$ cat src/rtl/dmem_arb_pkg.sv
// Shared definitions for the data-memory arbiter: state encoding, port
// indices and the default lock limit.
package dmem_arb_pkg;

  typedef enum logic [1:0] {
    IDLE  = 2'd0,
    LOCK0 = 2'd1,
    LOCK1 = 2'd2
  } arb_state_t;

  localparam int unsigned PORT_CPU  = 0;
  localparam int unsigned PORT_HOST = 1;

  localparam int unsigned MAX_LOCK_DEFAULT = 15;

endpackage

$ cat src/rtl/dmem_arb_rr2.sv
// Two-input round-robin picker. A masked-off request is never granted; on a
// conflict the port that was not granted last wins.
module dmem_arb_rr2 (
  input  logic [1:0] req,
  input  logic       last,
  input  logic [1:0] mask,
  output logic [1:0] gnt
);

  logic [1:0] eligible;

  // Pick at most one eligible requester, favouring the port != last.
  always_comb begin
    eligible = req & mask;
    gnt      = '0;
    case (eligible)
      2'b01:   gnt = 2'b01;
      2'b10:   gnt = 2'b10;
      2'b11:   gnt = last ? 2'b01 : 2'b10;
      default: gnt = '0;
    endcase
  end

endmodule

$ cat src/rtl/dmem_arbiter.sv
// Arbiter sharing one data-memory port between the CPU (port 0) and the
// host/loader (port 1). Round-robin grant, one-cycle registered read return.
// Optional bounded lock for atomic read-modify-write: DMEM_ARB_LOCK_EN.
module dmem_arbiter
  import dmem_arb_pkg::*;
#(
  parameter int unsigned AW       = 32,
  parameter int unsigned DW       = 32,
  parameter int unsigned MAX_LOCK = MAX_LOCK_DEFAULT
) (
  input  logic              clk,
  input  logic              reset,
  input  logic              m0_req,
  input  logic [AW-1:0]     m0_addr,
  input  logic [DW-1:0]     m0_wdata,
  input  logic [DW/8-1:0]   m0_we,
  input  logic              m0_lock,
  output logic              m0_gnt,
  output logic              m0_rvalid,
  output logic [DW-1:0]     m0_rdata,
  input  logic              m1_req,
  input  logic [AW-1:0]     m1_addr,
  input  logic [DW-1:0]     m1_wdata,
  input  logic [DW/8-1:0]   m1_we,
  input  logic              m1_lock,
  output logic              m1_gnt,
  output logic              m1_rvalid,
  output logic [DW-1:0]     m1_rdata,
  output logic [AW-1:0]     mem_addr,
  output logic [DW-1:0]     mem_wdata,
  output logic [DW/8-1:0]   mem_we,
  input  logic [DW-1:0]     mem_rdata
);

  logic [1:0] req;
  logic [1:0] gnt;
  logic [1:0] mask;
  logic       last;

  assign req    = {m1_req, m0_req};
  assign m0_gnt = gnt[PORT_CPU];
  assign m1_gnt = gnt[PORT_HOST];

  dmem_arb_rr2 u_rr2 (
    .req  (req),
    .last (last),
    .mask (mask),
    .gnt  (gnt)
  );

`ifdef DMEM_ARB_LOCK_EN
  localparam logic [3:0] LOCK_LIMIT = 4'(MAX_LOCK);

  arb_state_t state, state_next;
  logic [3:0] lock_cnt, lock_cnt_next;

  // Lock state and consecutive-grant counter.
  always_ff @(posedge clk) begin
    if (reset) begin
      state    <= IDLE;
      lock_cnt <= '0;
    end else begin
      state    <= state_next;
      lock_cnt <= lock_cnt_next;
    end
  end

  // Eligibility mask from lock owner; nothing is eligible during reset.
  always_comb begin
    mask = 2'b11;
    case (state)
      LOCK0:   mask = 2'b01;
      LOCK1:   mask = 2'b10;
      default: mask = 2'b11;
    endcase
    if (reset) mask = '0;
  end

  // Lock entry/exit. lock_cnt counts locked grants including the current
  // one, so the owner gets at most MAX_LOCK consecutive grants.
  always_comb begin
    state_next    = state;
    lock_cnt_next = lock_cnt;
    case (state)
      IDLE: begin
        if (gnt[PORT_CPU] && m0_lock) begin
          state_next    = LOCK0;
          lock_cnt_next = 4'd1;
        end else if (gnt[PORT_HOST] && m1_lock) begin
          state_next    = LOCK1;
          lock_cnt_next = 4'd1;
        end
      end
      LOCK0: begin
        if (!m0_req) begin
          state_next    = IDLE;
          lock_cnt_next = '0;
        end else begin
          lock_cnt_next = lock_cnt + 4'd1;
          if (!m0_lock || lock_cnt_next == LOCK_LIMIT) begin
            state_next    = IDLE;
            lock_cnt_next = '0;
          end
        end
      end
      LOCK1: begin
        if (!m1_req) begin
          state_next    = IDLE;
          lock_cnt_next = '0;
        end else begin
          lock_cnt_next = lock_cnt + 4'd1;
          if (!m1_lock || lock_cnt_next == LOCK_LIMIT) begin
            state_next    = IDLE;
            lock_cnt_next = '0;
          end
        end
      end
      default: begin
        state_next    = IDLE;
        lock_cnt_next = '0;
      end
    endcase
  end
`else
  logic lock_unused;
  assign lock_unused = m0_lock ^ m1_lock;

  // Plain round-robin every cycle; nothing is eligible during reset.
  always_comb begin
    mask = reset ? 2'b00 : 2'b11;
  end
`endif

  // Round-robin pointer: index of the most recently granted port.
  always_ff @(posedge clk) begin
    if (reset) begin
      last <= 1'b1;
    end else if (gnt[PORT_CPU]) begin
      last <= 1'b0;
    end else if (gnt[PORT_HOST]) begin
      last <= 1'b1;
    end
  end

  // Route the granted port onto the memory bus; idle bus is all zero.
  always_comb begin
    mem_addr  = '0;
    mem_wdata = '0;
    mem_we    = '0;
    if (gnt[PORT_CPU]) begin
      mem_addr  = m0_addr;
      mem_wdata = m0_wdata;
      mem_we    = m0_we;
    end else if (gnt[PORT_HOST]) begin
      mem_addr  = m1_addr;
      mem_wdata = m1_wdata;
      mem_we    = m1_we;
    end
  end

  // Capture read data for the granted reader; rdata holds until next read.
  always_ff @(posedge clk) begin
    if (reset) begin
      m0_rvalid <= 1'b0;
      m1_rvalid <= 1'b0;
      m0_rdata  <= '0;
      m1_rdata  <= '0;
    end else begin
      m0_rvalid <= gnt[PORT_CPU] && (m0_we == '0);
      m1_rvalid <= gnt[PORT_HOST] && (m1_we == '0);
      if (gnt[PORT_CPU] && (m0_we == '0)) m0_rdata <= mem_rdata;
      if (gnt[PORT_HOST] && (m1_we == '0)) m1_rdata <= mem_rdata;
    end
  end

endmodule

$ cat config.mk
export PLATFORM = sky130hd
export DESIGN_NAME = dmem_arbiter
export DESIGN_NICKNAME = d
export VERILOG_FILES = /design/src/rtl/dmem_arb_pkg.sv /design/src/rtl/dmem_arb_rr2.sv /design/src/rtl/dmem_arbiter.sv
export SDC_FILE = /design/constraint.sdc
export NUM_CORES = 1
export LEC_CHECK = 0
export CORE_AREA = 8 8 114 116
export DETAILED_ROUTE_END_ITERATION = 6
export DIE_AREA = 0 0 122 124
export PLACE_DENSITY = 0.8
export REMOVE_ABC_BUFFERS = 1
export SETUP_SLACK_MARGIN = 0.2
export SLEW_MARGIN = 5
export SYNTH_ARGS = -nofsm -noshare
export SYNTH_HDL_FRONTEND = slang
export SYNTH_SLANG_ARGS = --single-unit
$ cat constraint.sdc
create_clock -name clk -period 4.1 [get_ports clk]
set_input_delay 0.82 -clock clk [delete_from_list [all_inputs] [get_ports clk]]
set_output_delay 0.82 -clock clk [all_outputs]
set_load 0.01 [all_outputs]
==> out/results.ini <==
[outcome]
status=finished clean

[sta]
slew_viol_final=0
rsz0062_at_grt=no
clock.fmax_ghz=0.270
finalHoldViolCount=0
setup_tns_ps=0
slew_headroom=0.227
timing.final.crit_share=0.904
fin_hold_ws_ps=468
worstMarginPinSlew_ps=1160
setup_viol=0
skew_ps=4.26
period_needed_ps=3710

[synthesis]
yosysWarnings=0
synth.largest_area_cell=dfxtp_1
avgSynthCellArea_um2=9.25
ys_ff_latch=67
synth_compound_area_frac=0.451
yosysUniqueCellTypes=30
yosys-top-cells-area=dfxtp_1, a22o_1, o311ai_1
synth-xor-area-share=0
ys_seq_area_frac=0.398
synthesis.area_um2=3370
synth_top_family_by_area=compound AO/OA/AOI/OAI gates
yosys.area_share.simple=0.0468
synth_cells=364
synth_top_cell_area_share=0.398
synth_fa_ha_area_frac=0
muxShareOfSynthArea=0

[clock_tree]
cts_max_level=3
cts-root-buf=clkbuf_16
cts_buffer_depth=2
insertion_delay_ps=320
numCtsBuffers=9
cts_tree=yes
cts_hold_buf=0
postCtsSetupRepairBufs=0
clkTransAtPathRegs_ps=60
cts.sinks=67
cts.repair.resized=0

[placement]
port_buffers=307
dp_hpwl_mm=15.4
gp_congestion=0.860

[cells_and_area]
fin_nets=820
multiInputGateArea_um2=1680
post_route_cells_drive_above_1_share=0.0631
layout_commonest_cell=clkdlybuf4s50_1
antennaDiodeCount=0
fillers=949
syn_to_final_growth_pct=101
register_area_um2=1340
final_cell_mix=clkdlybuf4s50_1, a22o_1, dfxtp_1

[worst_setup_path]
r2r-start=last
cpPeakStageDelay_ps=630
r2r-end=m0_rdata[18]
ff2ff_path_depth=4
crit_path_start_kind=input port
rrSetupSlack_ps=2440
path_buf_inv=3
crit_top_cell=clkdlybuf4s50_1
required_ps=3280
crit_family=buffers and inverters
crit_path_cell_trace=clkdlybuf4s50_1 > nand2b_1 > nor2_4 > buf_4 > a22o_1 > clkdlybuf4s50_1
path_max_fanout=23
path_class=input port to primary output
arrival_ps=2890
cp-end-kind=primary output
cp_slowest_cell=clkdlybuf4s50_1

[pwr]
vdd_drop_max_mv=0.209
p_leak_uw=0.00250
powerDensity_nw_per_um2=279

[floorplan]
fp.coreArea_um2=11200
placementRows=39
die_area_um2=15100
initial_utilization=0.301
fp.dieW_um=122
io_pins=310
dieHeight_um=124

[global_route]
grt_max_degree=51
grt_pass1_vias=4410
grt_pass1_wl_mm=27.1
antenna_found_initial=4
overflow=0
grt_use_total=0.236

[routing]
drc=0
wl_per_cell_um=24.5
drt_iter0_markers=451
wirelength_mm=19.5
avgViaCountPerCell=5.45
drtPass1Iterations=5
vias=4324
ant_nets=0

[min_path]
hold_start=m0_rdata[31]
whs_endpoint=m0_rdata[31]
holdPathStages=2
min_path_type=flip-flop to flip-flop

[flow_run]
maxCapViolations=0

per-layer routing:
metal,GRT usage,vias up,part of all wire
met2,0.396,238,0.50
met1,0.274,2046,0.39
li1,-,2006,-
met4,0.0578,8,0.016
met3,0.0943,26,0.098
met5,0,-,0.0024
cell usage after synthesis:
library cell	n
nand2_1	9
nor4_1	2
clkbuf_2	1
clkinv_1	1
and2b_4	1
a22o_1	67
buf_1	5
a22o_2	1
nor2b_1	2
nor2_4	1
or4_4	2
buf_4	1
buf_6	7
and2_1	1
nand4_1	1
o21ai_1	59
buf_2	9
nand3_1	2
clkbuf_1	23
inv_1	28
o31ai_1	1
nor2_1	1
o311ai_1	54
o311ai_2	5
o21ai_0	5
dfxtp_1	67
a21oi_1	1
nor3_4	1
nand2b_1	2
o311ai_0	4
where the power goes:
group          internal (uW)  switching, uW
combinational            278            196
sequential               658           4.31
clock                    484            274
cell type report:
type / count / share of cell area
Multi-Input combinational cell: 222 / 0.247
Timing Repair Buffer: 317 / 0.469
Sequential cell: 67 / 0.198
Inverter: 29 / 0.0160
Clock inverter: 4 / 0.00756
Clock buffer: 11 / 0.0358
Tap cell: 143 / 0.0264
state kept, by name (all words and copies together) (netlist names):
name and flops:
m1_rdata 32, m0_rdata 32, m0_rvalid 1, last 1, m1_rvalid 1
through the flow:
stage	util	cells	setup slack [ps]	instance area [um^2]	power, uW
3_5_place_dp	0.581	778	387	6490	1150
2_1_floorplan	-	318	370	3130	811
5_1_grt	0.607	793	327	6790	1960
3_3_place_gp	0.581	778	431	6490	1140
4_1_cts	0.607	793	374	6790	1910
6_report	0.607	793	393	6790	1890
worst max-delay path by stage:
| stage | start | to | cells after the start |
|---|---|---|---|
| 6_report | reset | mem_addr[12] | 6 |
| 5_1_grt | reset | mem_addr[31] | 6 |
| 4_1_cts | reset | mem_addr[16] | 6 |
| 3_5_place_dp | reset | mem_addr[16] | 6 |
| 3_3_place_gp | reset | mem_addr[31] | 6 |
| 2_1_floorplan | m0_req | mem_we[2] | 3 |
worst register-to-register path, delay by kind of cell, from the launching register on:
kind / cells / cell delay [ps]
compound gates: 1 / 170
buf+inv: 1 / 440
flops: 1 / 390
simple gates: 2 / 590
kinds of logic (layout without fill, tap and decap cells):
group                  after synthesis  count (layout)
DFF                                 67              67
buffers and inverters               75             361
AOI/OAI and AO/OA                  197             197
and+or+nand+nor                     25              25
No activity file was read; power rests on OpenSTA's default activity.
